**config.mk**
```make
export PLATFORM = sky130hd
export DESIGN_NAME = ex_stage
export DESIGN_NICKNAME = d
export VERILOG_FILES = /design/src/rtl/ex_pkg.sv /design/src/rtl/ex_stage_alu.sv /design/src/rtl/ex_stage.sv
export SDC_FILE = /design/constraint.sdc
export NUM_CORES = 1
export LEC_CHECK = 0
export ABC_CLOCK_PERIOD_IN_PS = 8300
export BUFFER_PORTS_ARGS = -buffer_cell sky130_fd_sc_hd__buf_4
export CORE_ASPECT_RATIO = 0.5
export CORE_UTILIZATION = 25
export DETAILED_ROUTE_END_ITERATION = 12
export PLACE_DENSITY_LB_ADDON = 0.05
export SLEW_MARGIN = 20
export SYNTH_ARGS = -nofsm -noshare
export SYNTH_HDL_FRONTEND = slang
export SYNTH_SLANG_ARGS = --single-unit
export TNS_END_PERCENT = 50
```
**constraint.sdc**
```tcl
create_clock -name clk -period 8.3 [get_ports clk]
set_input_delay 2.075 -clock clk [delete_from_list [all_inputs] [get_ports clk]]
set_output_delay 2.075 -clock clk [all_outputs]
set_load 0.01 [all_outputs]
```
**src/rtl/ex_pkg.sv**
```systemverilog
// Shared definitions for the execute stage: bundle field offsets, ALU control
// encodings, R-type funct codes and the internal ALU operation set.
package ex_pkg;

   localparam int SIZE = 32;
   localparam int RW   = $clog2(SIZE);
   localparam int W    = RW + 4*SIZE + 10;

   // ID/EX bundle offsets (LSB of each field)
   localparam int ID_CTL_LSB  = 0;
   localparam int ID_IMM_LSB  = 10;
   localparam int ID_RT_LSB   = ID_IMM_LSB + SIZE;
   localparam int ID_RS_LSB   = ID_RT_LSB + SIZE;
   localparam int ID_PC4_LSB  = ID_RS_LSB + SIZE;
   localparam int ID_WREG_LSB = ID_PC4_LSB + SIZE;

   // EX/MEM bundle offsets (LSB of each field)
   localparam int EM_CTL_LSB  = 0;
   localparam int EM_PC4_LSB  = 10;
   localparam int EM_RT_LSB   = EM_PC4_LSB + SIZE;
   localparam int EM_ALU_LSB  = EM_RT_LSB + SIZE;
   localparam int EM_BTGT_LSB = EM_ALU_LSB + SIZE;
   localparam int EM_WREG_LSB = EM_BTGT_LSB + SIZE;

   localparam logic [1:0] ALU_OP_ADD   = 2'b00;
   localparam logic [1:0] ALU_OP_SUB   = 2'b01;
   localparam logic [1:0] ALU_OP_FUNCT = 2'b10;
   localparam logic [1:0] ALU_OP_OR    = 2'b11;

   localparam logic [5:0] FN_SLL  = 6'h00;
   localparam logic [5:0] FN_SRL  = 6'h02;
   localparam logic [5:0] FN_SRA  = 6'h03;
   localparam logic [5:0] FN_ADD  = 6'h20;
   localparam logic [5:0] FN_ADDU = 6'h21;
   localparam logic [5:0] FN_SUB  = 6'h22;
   localparam logic [5:0] FN_SUBU = 6'h23;
   localparam logic [5:0] FN_AND  = 6'h24;
   localparam logic [5:0] FN_OR   = 6'h25;
   localparam logic [5:0] FN_XOR  = 6'h26;
   localparam logic [5:0] FN_NOR  = 6'h27;
   localparam logic [5:0] FN_SLT  = 6'h2A;
   localparam logic [5:0] FN_SLTU = 6'h2B;

   typedef enum logic [3:0] {
      ALU_ADD, ALU_SUB, ALU_AND, ALU_OR, ALU_XOR,
      ALU_NOR, ALU_SLT, ALU_SLTU, ALU_SRL, ALU_SRA
   } alu_fn_e;

endpackage

```
**src/rtl/ex_stage_alu.sv**
```systemverilog
// Combinational ALU; overflow is reported only for ADD and SUB.
module alu
   import ex_pkg::*;
(
   input  logic [SIZE-1:0] a,
   input  logic [SIZE-1:0] b,
   input  logic [RW-1:0]   shamt,
   input  alu_fn_e         op,
   output logic [SIZE-1:0] result,
   output logic            zero,
   output logic            overflow
);

   logic [SIZE-1:0] sum;
   logic [SIZE-1:0] diff;

   assign sum  = a + b;
   assign diff = a - b;

   always_comb begin
      result   = sum;
      overflow = 1'b0;
      case (op)
         ALU_ADD: begin
            result   = sum;
            overflow = (a[SIZE-1] == b[SIZE-1]) && (sum[SIZE-1] != a[SIZE-1]);
         end
         ALU_SUB: begin
            result   = diff;
            overflow = (a[SIZE-1] != b[SIZE-1]) && (diff[SIZE-1] != a[SIZE-1]);
         end
         ALU_AND:  result = a & b;
         ALU_OR:   result = a | b;
         ALU_XOR:  result = a ^ b;
         ALU_NOR:  result = ~(a | b);
         ALU_SLT:  result = {{(SIZE-1){1'b0}}, ($signed(a) < $signed(b))};
         ALU_SLTU: result = {{(SIZE-1){1'b0}}, (a < b)};
         ALU_SRL:  result = b >> shamt;
         ALU_SRA:  result = $unsigned($signed(b) >>> shamt);
         default:  result = sum;
      endcase
   end

   assign zero = (result == '0);

endmodule

```
**src/rtl/ex_stage.sv**
```systemverilog
// Execute stage: operand select, ALU control decode, branch target adder and
// the EX/MEM pipeline register. Fixed one-cycle latency; no valid/ready handshake.
module ex_stage
   import ex_pkg::*;
(
   input  logic         clk,
   input  logic         rst_n,
   input  logic [W-1:0] ID_EX,
   output logic [W-1:0] EX_MEM
);

   logic [RW-1:0]   wreg;
   logic [SIZE-1:0] pc4, rs_val, rt_val, imm;
   logic [9:0]      ctl;
   logic [1:0]      alu_op;
   logic            alu_src;

   assign wreg    = ID_EX[ID_WREG_LSB +: RW];
   assign pc4     = ID_EX[ID_PC4_LSB  +: SIZE];
   assign rs_val  = ID_EX[ID_RS_LSB   +: SIZE];
   assign rt_val  = ID_EX[ID_RT_LSB   +: SIZE];
   assign imm     = ID_EX[ID_IMM_LSB  +: SIZE];
   assign ctl     = ID_EX[ID_CTL_LSB  +: 10];
   assign alu_op  = ctl[4:3];
   assign alu_src = ctl[2];

   logic [SIZE-1:0] op_b;
   logic [SIZE-1:0] btgt;
   alu_fn_e         alu_fn;
   logic [SIZE-1:0] alu_result;
   logic            alu_zero, alu_ovf;

   assign op_b = alu_src ? imm : rt_val;
   assign btgt = pc4 + (imm << 2);

   always_comb begin
      alu_fn = ALU_ADD;
      case (alu_op)
         ALU_OP_ADD: alu_fn = ALU_ADD;
         ALU_OP_SUB: alu_fn = ALU_SUB;
         ALU_OP_OR:  alu_fn = ALU_OR;
         default: begin
            // Unknown funct codes fall back to ADD.
            case (imm[5:0])
               FN_SLL, FN_ADD, FN_ADDU: alu_fn = ALU_ADD;
               FN_SUB, FN_SUBU:         alu_fn = ALU_SUB;
               FN_AND:                  alu_fn = ALU_AND;
               FN_OR:                   alu_fn = ALU_OR;
               FN_XOR:                  alu_fn = ALU_XOR;
               FN_NOR:                  alu_fn = ALU_NOR;
               FN_SLT:                  alu_fn = ALU_SLT;
               FN_SLTU:                 alu_fn = ALU_SLTU;
               FN_SRL:                  alu_fn = ALU_SRL;
               FN_SRA:                  alu_fn = ALU_SRA;
               default:                 alu_fn = ALU_ADD;
            endcase
         end
      endcase
   end

   alu u_alu (
      .a        (rs_val),
      .b        (op_b),
      .shamt    (imm[10:6]),
      .op       (alu_fn),
      .result   (alu_result),
      .zero     (alu_zero),
      .overflow (alu_ovf)
   );

   logic [W-1:0] ex_mem_d, ex_mem_q;

   always_comb begin
      ex_mem_d = {wreg, btgt, alu_result, rt_val, pc4,
                  ctl[9:5], alu_zero, alu_ovf, 1'b0, ctl[1], ctl[0]};
   end

   always_ff @(posedge clk) begin
      if (!rst_n) ex_mem_q <= '0;
      else        ex_mem_q <= ex_mem_d;
   end

   assign EX_MEM = ex_mem_q;

endmodule

```
==> flow_metrics.env <==
export IMPL_syn_nets=2187
export IMPL_via_count=15900
export IMPL_holdPathEnd="EX_MEM[106]"
export IMPL_placed_area_um2=18000
export IMPL_avgSynthCellArea_um2=7.94
export IMPL_yosysWarnings=0
export IMPL_wl_um=74900
export IMPL_worstPathRequired_ps=8710
export IMPL_cp_top_family="simple AND/OR/NAND/NOR gates"
export IMPL_ant_nets=0
export IMPL_setup_tns_ps=0
export IMPL_multi_input_area_um2=11300
export IMPL_ios=288
export IMPL_async_flop_share=0
export IMPL_power_density_nw_per_um2=149
export IMPL_power_frac_clock=0.279
export IMPL_port_buffers=286
export IMPL_synth_fa_ha_area_frac=0.120
export IMPL_max_slew_margin=0.219
export IMPL_clk_pin_slew_ps=70
export IMPL_synthesis_area_um2=15100
export IMPL_critical_path_endpoint_type="register"
export IMPL_seqPwrFrac=0.272
export IMPL_synth_compound_area_frac=0.237
export IMPL_design_area_um2=18600
export IMPL_grt_pass1_wl_um=107000
export IMPL_grt_usage=0.240
export IMPL_cap_violations=0
export IMPL_crit_type="in2reg"
export IMPL_root_buffer="clkbuf_16"
export IMPL_drcViolationCount=0
export IMPL_synth_top_family_by_area="compound AO/OA/AOI/OAI gates"
export IMPL_row_count=63
export IMPL_cp_num_buf_inv=3
export IMPL_cpPeakStageDelay_ps=680
export IMPL_grt_max_degree=94
export IMPL_internal_power_mw=1.63
export IMPL_outcome="finished clean"
export IMPL_cp_start_kind="input port"
export IMPL_hold_class="in2reg"
export IMPL_critPathMaxFanout=37
export IMPL_yosys_register_bits=140
export IMPL_die_h_um=176
export IMPL_first_pass_iters=5
export IMPL_cts_buffers=17
export IMPL_layout_common_cells="buf_4, nor2_1, nand2_1"
export IMPL_regArea_um2=2800
export IMPL_fillers=6507
export IMPL_die_area_um2=61300
export IMPL_maxSlewViolCount=0
export IMPL_largest_reg_flops=140
export IMPL_area_growth_pct=23.1
export IMPL_holdBufCountCts=0
export IMPL_post_cts_resize_count=0
export IMPL_rsz0062_at_grt="no"
export IMPL_tritoncts="done"
export IMPL_ir_drop_uv=179
export IMPL_core_um2=59400
export IMPL_min_path_cells=2
export IMPL_synth_xor_area_frac=0.0343
export IMPL_cts_path_max_buffers=2
export IMPL_place_gp_congestion=1.00
export IMPL_h_tree_depth=4
export IMPL_synthFlopType="dfxtp_1"
export IMPL_grt_pass1_vias=15000
export IMPL_layout_min_cycle_time_ps=6980
export IMPL_clkSinkCount=140
export IMPL_crit_slowest_cell="o311ai_0"
export IMPL_vias_per_cell=5.40
export IMPL_drtIter0Drc=1538
export IMPL_path_cells="buf_4 > buf_4 > nand2_1 > a21boi_0 > ha_1 > or3_1 > o311ai_0 > nand2_1 > a31oi_1 > xnor2_1 > a221oi_1 > nand4_1 > nor4_1 > buf_4 > nand3_1 > or4_1 > nor4b_2"
export IMPL_initial_core_util=0.254
export IMPL_swShare=0.407
export IMPL_dieWidth_um=349
export IMPL_synth_edf_count=0
export IMPL_p_leak_nw=8.13
export IMPL_hp_start="ID_EX[106]"
export IMPL_syn_inst=1899
export IMPL_final_nets=2410
export IMPL_p_comb_frac=0.449
export IMPL_worst_pin_slew_ps=1170
export IMPL_grt_ovfl_total=0
export IMPL_fmax_mhz=143
export IMPL_hpwl_um=58900
export IMPL_netlist_cell_type_count=88
export IMPL_yosys_area_share_simple=0.214
export IMPL_hold_viol=0
export IMPL_antenna_found_initial=3
export IMPL_ys_seq_area_frac=0.186
export IMPL_final_setup_viol_count=0
export IMPL_synthMuxAreaShare=0.143
export IMPL_drive_above_1_share=0.210
export IMPL_mostFrequentLayoutCell="buf_4"
export IMPL_period_share=0.841
export IMPL_crit_top_cell="buf_4"
export IMPL_switchingPower_mw=1.12
export IMPL_cp_arrival_ps=7400
export IMPL_cts_setup_buffers=0
export IMPL_wl_per_cell_um=25.4
cell families (layout without fill, tap and decap cells):
logic type | count (synthesis) | in the layout
AND/OR/NAND/NOR | 646 | 646
AO/OA/AOI/OAI | 526 | 526
buffers and inverters | 237 | 473
multiplexers | 147 | 147
adder cells (fa/ha/maj) | 143 | 143
flip-flops | 140 | 140
XOR/XNOR | 59 | 59
other | 1 | 2
metrics by stage:
stage / hold WS (ps) / util / instances / setup slack (ps) / power [mW]
after global routing: 1750 / 0.312 / 2948 / 1110 / 2.92
after global placement: 2280 / 0.303 / 2915 / 930 / 2.00
after floorplan: 2190 / - / 1899 / 888 / 1.49
final: 1770 / 0.312 / 2948 / 1320 / 2.76
after detailed placement: 2290 / 0.303 / 2915 / 940 / 1.98
after CTS: 1740 / 0.312 / 2947 / 1450 / 2.78
worst max path at each step:
stage / startpoint / endpoint / slack [ps] / cells past startpoint
floorplan: ID_EX[2] / EX_MEM[4] / 890 / 22
global placement: ID_EX[2] / EX_MEM[4] / 930 / 17
detailed placement: ID_EX[2] / EX_MEM[4] / 940 / 17
CTS: ID_EX[2] / EX_MEM[4] / 1450 / 17
global route: ID_EX[2] / EX_MEM[4] / 1110 / 17
finish: ID_EX[2] / EX_MEM[4] / 1320 / 17
power by group through the flow:
stage	combinational, mW	sequential [mW]	clock [mW]
6_report	1.24	0.751	0.770
5_1_grt	1.33	0.757	0.833
2_1_floorplan	0.691	0.797	0
3_3_place_gp	1.23	0.766	0
4_1_cts	1.22	0.752	0.800
3_5_place_dp	1.22	0.767	0
layout make-up:
class	count	area share
sequential	140	0.151
multi-input combinational	1522	0.609
tap	812	0.0547
clock inverter	12	0.00613
clock buffer	20	0.0235
inverter	115	0.0233
antenna	1	0.000135
timing repair buffer	326	0.133
cell usage after synthesis (8+ instances only):
cell | instances | share of area
buf_2 | 11 | 0.0037
mux2_1 | 15 | 0.011
inv_1 | 113 | 0.028
a211o_1 | 9 | 0.0052
nand2b_1 | 28 | 0.012
mux2i_1 | 62 | 0.041
nand3_1 | 30 | 0.010
mux4_2 | 45 | 0.067
dfxtp_1 | 140 | 0.19
and3_1 | 21 | 0.0087
o211ai_1 | 31 | 0.015
ha_1 | 140 | 0.12
a211oi_1 | 29 | 0.014
buf_4 | 9 | 0.0045
nor3_1 | 55 | 0.018
o21ai_1 | 12 | 0.0040
a22oi_1 | 17 | 0.0085
a221oi_1 | 19 | 0.011
or2_2 | 9 | 0.0037
buf_1 | 13 | 0.0032
and2_1 | 98 | 0.041
a31oi_1 | 29 | 0.012
a21o_1 | 27 | 0.013
nor4_1 | 21 | 0.0087
nor2_1 | 163 | 0.041
xnor2_1 | 36 | 0.021
o31ai_1 | 17 | 0.0085
a21oi_1 | 114 | 0.038
nor2b_1 | 18 | 0.0075
nand2_1 | 149 | 0.037
xor2_1 | 23 | 0.013
or3_1 | 9 | 0.0037
o22ai_1 | 17 | 0.0071
mux2_2 | 20 | 0.015
nand4_1 | 13 | 0.0054
o221ai_1 | 11 | 0.0064
clkbuf_1 | 84 | 0.021
o21a_1 | 14 | 0.0070
nor3b_1 | 8 | 0.0040
o21ai_0 | 83 | 0.028
a221o_1 | 11 | 0.0073
per-layer routing:
metal  global-route usage  vias to the layer above  part of all wire
met2                0.345                      645              0.41
met5                    0                        -                 0
met1                0.353                     7798              0.49
li1                     -                     7427                 -
met4               0.0503                        0             0.015
met3               0.0659                       59             0.081
Power figures use the tool's default switching activity.
